**config.mk**
```make
export PLATFORM = sky130hd
export DESIGN_NAME = gpio_pad_ctrl
export DESIGN_NICKNAME = d
export VERILOG_FILES = /design/src/rtl/gpio_pad_ctrl.sv
export SDC_FILE = /design/constraint.sdc
export NUM_CORES = 1
export LEC_CHECK = 0
export ABC_AREA = 0
export CAP_MARGIN = 10
export CORE_UTILIZATION = 25
export DETAILED_ROUTE_END_ITERATION = 6
export PLACE_DENSITY = 0.39
export RECOVER_POWER = 25
export SETUP_SLACK_MARGIN = 0.1
export SLEW_MARGIN = 15
export SYNTH_ARGS = -nofsm -noshare
export SYNTH_HDL_FRONTEND = slang
export SYNTH_SLANG_ARGS = --single-unit
```
**constraint.sdc**
```tcl
create_clock -name clk -period 4.2 [get_ports clk]
set_input_delay 0.42 -clock clk [delete_from_list [all_inputs] [get_ports clk]]
set_output_delay 0.42 -clock clk [all_outputs]
set_load 0.01 [all_outputs]
```
**src/rtl/gpio_pad_ctrl.sv**
```systemverilog
// gpio_pad_ctrl
//   Wishbone-mapped controller for the bidirectional GPIO pad ring. Holds the
//   per-pin output value and direction, synchronises the pad inputs, and
//   raises a maskable, edge-triggered level interrupt.
//
//   Register map (byte address, bits [4:2] select the word):
//     0x00 OUT      RW    pad drive value
//     0x04 DIR      RW    1 = output (pad OEN driven low)
//     0x08 IN       RO    synchronised pad value
//     0x0C IRQ_EN   RW    per-pin interrupt enable
//     0x10 IRQ_PEND RW1C  per-pin pending event
//     0x14 EDGE     RW    1 = rising, 0 = falling
//     0x18/0x1C     unmapped: read 0, writes ignored, still acked
//
//   Ports:
//     clk, reset           single clock, synchronous active-high reset
//     wb_*_i / wb_*_o      Wishbone slave, one ack cycle per accepted request
//     i_gpio               asynchronous pad inputs
//     o_gpio, en_gpio      pad drive value and active-low output enable
//     o_irq                registered interrupt request

module gpio_pad_ctrl #(
    parameter int N_GPIO      = 32,
    parameter int SYNC_STAGES = 2
) (
    input  logic              clk,
    input  logic              reset,
    input  logic              wb_cyc_i,
    input  logic              wb_stb_i,
    input  logic              wb_we_i,
    input  logic [4:0]        wb_adr_i,
    input  logic [31:0]       wb_dat_i,
    input  logic [3:0]        wb_sel_i,
    output logic [31:0]       wb_dat_o,
    output logic              wb_ack_o,
    input  logic [N_GPIO-1:0] i_gpio,
    output logic [N_GPIO-1:0] o_gpio,
    output logic [N_GPIO-1:0] en_gpio,
    output logic              o_irq
);

    localparam logic [2:0] REG_OUT  = 3'd0;
    localparam logic [2:0] REG_DIR  = 3'd1;
    localparam logic [2:0] REG_IN   = 3'd2;
    localparam logic [2:0] REG_IEN  = 3'd3;
    localparam logic [2:0] REG_PEND = 3'd4;
    localparam logic [2:0] REG_EDGE = 3'd5;

    logic [N_GPIO-1:0] out_q,  out_d;
    logic [N_GPIO-1:0] dir_q,  dir_d;
    logic [N_GPIO-1:0] ien_q,  ien_d;
    logic [N_GPIO-1:0] pend_q, pend_d;
    logic [N_GPIO-1:0] edge_q, edge_d;
    logic [N_GPIO-1:0] prev_q;
    logic [N_GPIO-1:0] sync_q [SYNC_STAGES];
    logic              ack_q;
    logic              irq_q;
    logic [31:0]       dat_q,  dat_d;

    logic              req, wr, rd;
    logic [2:0]        reg_sel;
    logic [31:0]       mask32;
    logic [N_GPIO-1:0] wmask, wdata, pin_in, evt, clr;
    logic [31:0]       rd_word;

    // Byte lanes below bit 2 never select a register.
    logic unused_adr;
    assign unused_adr = ^wb_adr_i[1:0];

    always_comb begin
        // The !ack term spaces back-to-back requests one ack apart.
        req     = wb_cyc_i & wb_stb_i & ~ack_q;
        wr      = req & wb_we_i;
        rd      = req & ~wb_we_i;
        reg_sel = wb_adr_i[4:2];

        for (int b = 0; b < 4; b++) begin
            mask32[8*b +: 8] = {8{wb_sel_i[b]}};
        end
        wmask  = mask32[N_GPIO-1:0];
        wdata  = wb_dat_i[N_GPIO-1:0];

        pin_in = sync_q[SYNC_STAGES-1];
        evt    = (edge_q & pin_in & ~prev_q) | (~edge_q & ~pin_in & prev_q);

        out_d  = out_q;
        dir_d  = dir_q;
        ien_d  = ien_q;
        edge_d = edge_q;
        clr    = '0;

        if (wr) begin
            case (reg_sel)
                REG_OUT:  out_d  = (out_q  & ~wmask) | (wdata & wmask);
                REG_DIR:  dir_d  = (dir_q  & ~wmask) | (wdata & wmask);
                REG_IEN:  ien_d  = (ien_q  & ~wmask) | (wdata & wmask);
                REG_PEND: clr    = wdata & wmask;
                REG_EDGE: edge_d = (edge_q & ~wmask) | (wdata & wmask);
                default:  ;
            endcase
        end

        // OR-ing the event after the clear makes a coincident set win.
        pend_d = (pend_q & ~clr) | evt;

        rd_word = '0;
        case (reg_sel)
            REG_OUT:  rd_word[N_GPIO-1:0] = out_q;
            REG_DIR:  rd_word[N_GPIO-1:0] = dir_q;
            REG_IN:   rd_word[N_GPIO-1:0] = pin_in;
            REG_IEN:  rd_word[N_GPIO-1:0] = ien_q;
            REG_PEND: rd_word[N_GPIO-1:0] = pend_q;
            REG_EDGE: rd_word[N_GPIO-1:0] = edge_q;
            default:  rd_word = '0;
        endcase

        dat_d = rd ? rd_word : dat_q;
    end

    always_ff @(posedge clk) begin
        if (reset) begin
            out_q  <= '0;
            dir_q  <= '0;
            ien_q  <= '0;
            pend_q <= '0;
            edge_q <= '0;
            prev_q <= '0;
            ack_q  <= 1'b0;
            irq_q  <= 1'b0;
            dat_q  <= '0;
            for (int i = 0; i < SYNC_STAGES; i++) begin
                sync_q[i] <= '0;
            end
        end else begin
            out_q  <= out_d;
            dir_q  <= dir_d;
            ien_q  <= ien_d;
            pend_q <= pend_d;
            edge_q <= edge_d;
            prev_q <= pin_in;
            ack_q  <= req;
            irq_q  <= |(pend_q & ien_q);
            dat_q  <= dat_d;
            sync_q[0] <= i_gpio;
            for (int i = 1; i < SYNC_STAGES; i++) begin
                sync_q[i] <= sync_q[i-1];
            end
        end
    end

    assign o_gpio   = out_q;
    assign en_gpio  = ~dir_q;
    assign wb_ack_o = ack_q;
    assign wb_dat_o = dat_q;
    assign o_irq    = irq_q;

endmodule
```
==> metrics <==
run status finished with violations; failing checks max-capacitance violations, max-slew violations; Clk network pwr share 47.8%; Placed Area 0.0137 mm^2; Ys Warns 0; Max FO, Critical Path 114; Achievable Freq 341 MHz; register area share after synthesis 51.2%; Rows 77; Hold Startpoint sync_q[0][12]; initial core utilization 25.5%; vias 9,038; Reg-to-Reg Start wb_ack_o; ys flop type dfxtp_1; dpl hpwl 24.4 mm; Worst-Margin Slew 2650 ps; Logic pwr share 6.1%; TritonCTS clock tree done; global-route wire length before repair 57.3 mm; post-synthesis cell area 0.0113 mm^2; H-tree depth 2; Avg WL per Cell 19.7 um; vias in the first global route 8,927; Post-DRT Antenna Nets 0; routability congestion estimate 0.730; Int Power 4.78 mW; Place WS 1360 ps; worst vdd ir 0.000225 V; 1st-pass router iterations 6; post-synth cell types 35; flip-flop and latch count after synthesis 290; flop2flop setup slack 2000 ps; CTS Buffer Depth 3; largest net degree at the start of global routing 115; RSZ-0062 raised after global routing false; gr usage total 16.2%; final worst setup slack 1270 ps; CP Capture Type flop; max-cap violations 1; Layout Nets 1,384; min Tclk post-route 2930 ps; power per cell area 422 mW/mm^2; max_slew headroom -76.4%; die height 215 um; Post-CTS Setup Inserts 0; # IOs 176; switching power 1.46 mW; final wirelength 37.9 mm; Clk Latency, worst-skew pair 520 ps; Worst Hold Depth 1; grt ovf 0; HP Class reg2reg; Startpoint Class primary input; # DRC 0; final instance area 0.0148 mm^2; Crit path arrival time 3300 ps; Post-Synthesis Cells 1,152; Die ar. 0.0462 mm^2; CP Class in2reg; Reg power frac 46.1%; initial antenna violation count 1; I/O Buffers 173; CTS root buf clkbuf_16; CTS buffer count 37; initial DRC count 439; Post-synth EDFFs 0; Final Hold Fails 0; utilization after layout 33.2%; CORE AREA 0.0445 mm^2; clock sink count 290; share of layout cells above drive strength 1 7.30%; Syn Nets 1,230; worst min-delay path endpoint sync_q[0][44]; Fin Setup TNS 0 ps; setup violators final 0; Cells after DPL 1,859; Layout fillers 4,625; post-cts resize count 0; fin cells 1,921; Synth async-reset ratio 0%; reg2reg path depth 5; Die X 215 um; Req. time, crit path 4570 ps; Max Slew Vio Count 114; routed vias/inst 4.70; P_leak 5.89 nW; CTS clock-pin slew for the worst setup and hold paths 50 ps; synthesis-to-finish area growth 30.1%; cts hold-fix bufs 0; Fin Clk Skew 9.02 ps; Sw Share 23.3%; synthesized area per cell 9.85 um^2; fin crit share 69.8%
[area by class of cell]
type,instances,area (um^2),share of cell area [%]
inverter,32,120,0.813
antenna,1,2.50,0.0169
clock buffer,57,1100,7.46
multi-input combinational,755,5070,34.3
clock inverter,4,23.8,0.161
timing repair buffer,190,1900,12.9
sequential,290,5810,39.3
tap,592,741,5.02
[per-stage QoR]
step	hold WS [ps]	power [mW]
after floorplan	414	3.10
after global placement	427	3.32
after global routing	438	6.48
after CTS	424	6.34
final	434	6.23
after detailed placement	423	3.32
[critical path, cell delays in order]
cell      delay (ps)
clkbuf_2        1830
clkbuf_2         840
nor2_1           110
[routing by layer]
layer | up-vias | global-route usage (%) | routed length [um]
met5 | - | 0 | 0
met4 | 0 | 4.40 | 756
met3 | 47 | 2.87 | 1750
met2 | 236 | 25.4 | 16800
met1 | 4339 | 22.6 | 18600
li1 | 4416 | - | -
[cells by family (layout without fill, tap and decap cells)]
family,after synthesis,after routing,share of synthesized area (%)
muxes,129,129,11.4
and+or+nand+nor,420,420,19.2
other,0,1,0
DFF,290,290,51.2
AOI/OAI and AO/OA,206,206,13.8
buffers and inverters,107,283,4.38
[worst max-delay path by stage]
stage / start / end / slack (ps)
global route: reset / pend_q[23] / 940
finish: reset / pend_q[23] / 1270
floorplan: wb_adr_i[3] / flop / 2530
CTS: wb_adr_i[2] / flop / 1900
detailed placement: wb_adr_i[2] / flop / 1360
global placement: wb_adr_i[2] / flop / 1400
[synth_stat cells (2+ instances only)]
| master | n | area, um^2 |
|---|---|---|
| dfxtp_1 | 290 | 5810 |
| nor2_1 | 193 | 724 |
| mux2i_1 | 129 | 1290 |
| nor2b_1 | 96 | 601 |
| a22oi_1 | 49 | 368 |
| clkbuf_1 | 41 | 154 |
| nand4_1 | 36 | 225 |
| nand2_1 | 33 | 124 |
| nand2b_1 | 33 | 206 |
| a21oi_1 | 32 | 160 |
| inv_1 | 32 | 120 |
| o22ai_1 | 32 | 200 |
| a311oi_1 | 31 | 272 |
| a22o_1 | 30 | 263 |
| a221oi_1 | 25 | 219 |
| buf_2 | 15 | 75.1 |
| buf_4 | 12 | 90.1 |
| nand3_2 | 12 | 120 |
| a221oi_2 | 5 | 75.1 |
| buf_6 | 4 | 45.0 |
| nand3_4 | 4 | 70.1 |
| and3b_1 | 2 | 17.5 |
| buf_1 | 2 | 7.51 |
| nor3_1 | 2 | 10.0 |
| nor3b_1 | 2 | 15.0 |
[placed cells by master (no fill, tap or decap), types with 2 or more instances in the layout]
| master | netlist | routed |
|---|---|---|
| clkbuf_2 | 1 | 2 |
| nor2_1 | 193 | 193 |
| clkbuf_8 | 0 | 10 |
| nor2b_1 | 96 | 96 |
| nor3_1 | 2 | 2 |
| clkinv_2 | 0 | 3 |
| o22ai_1 | 32 | 32 |
| nand3_4 | 4 | 4 |
| clkdlybuf4s50_1 | 0 | 172 |
| a221oi_2 | 5 | 5 |
| clkbuf_1 | 41 | 10 |
| nor3_4 | 1 | 2 |
| nand4_1 | 36 | 36 |
| a311oi_1 | 31 | 31 |
| nand2_1 | 33 | 33 |
| clkbuf_16 | 0 | 37 |
| mux2i_1 | 129 | 129 |
| buf_4 | 12 | 12 |
| dfxtp_1 | 290 | 290 |
| nand2b_1 | 33 | 33 |
| a221oi_1 | 25 | 25 |
| buf_12 | 0 | 4 |
| a22o_1 | 30 | 30 |
| nor3b_2 | 1 | 2 |
| inv_1 | 32 | 32 |
| a21oi_1 | 32 | 32 |
| nand3_2 | 12 | 12 |
| a22oi_1 | 49 | 49 |
[power groups by stage]
stage	Clock, mW	Sequential (mW)	Combinational (mW)
after floorplan	0	2.92	0.181
after global placement	0	2.93	0.389
after detailed placement	0	2.93	0.389
after CTS	3.08	2.87	0.390
after global routing	3.19	2.88	0.414
final	2.98	2.87	0.382
No activity file was read; power rests on OpenSTA's default activity.
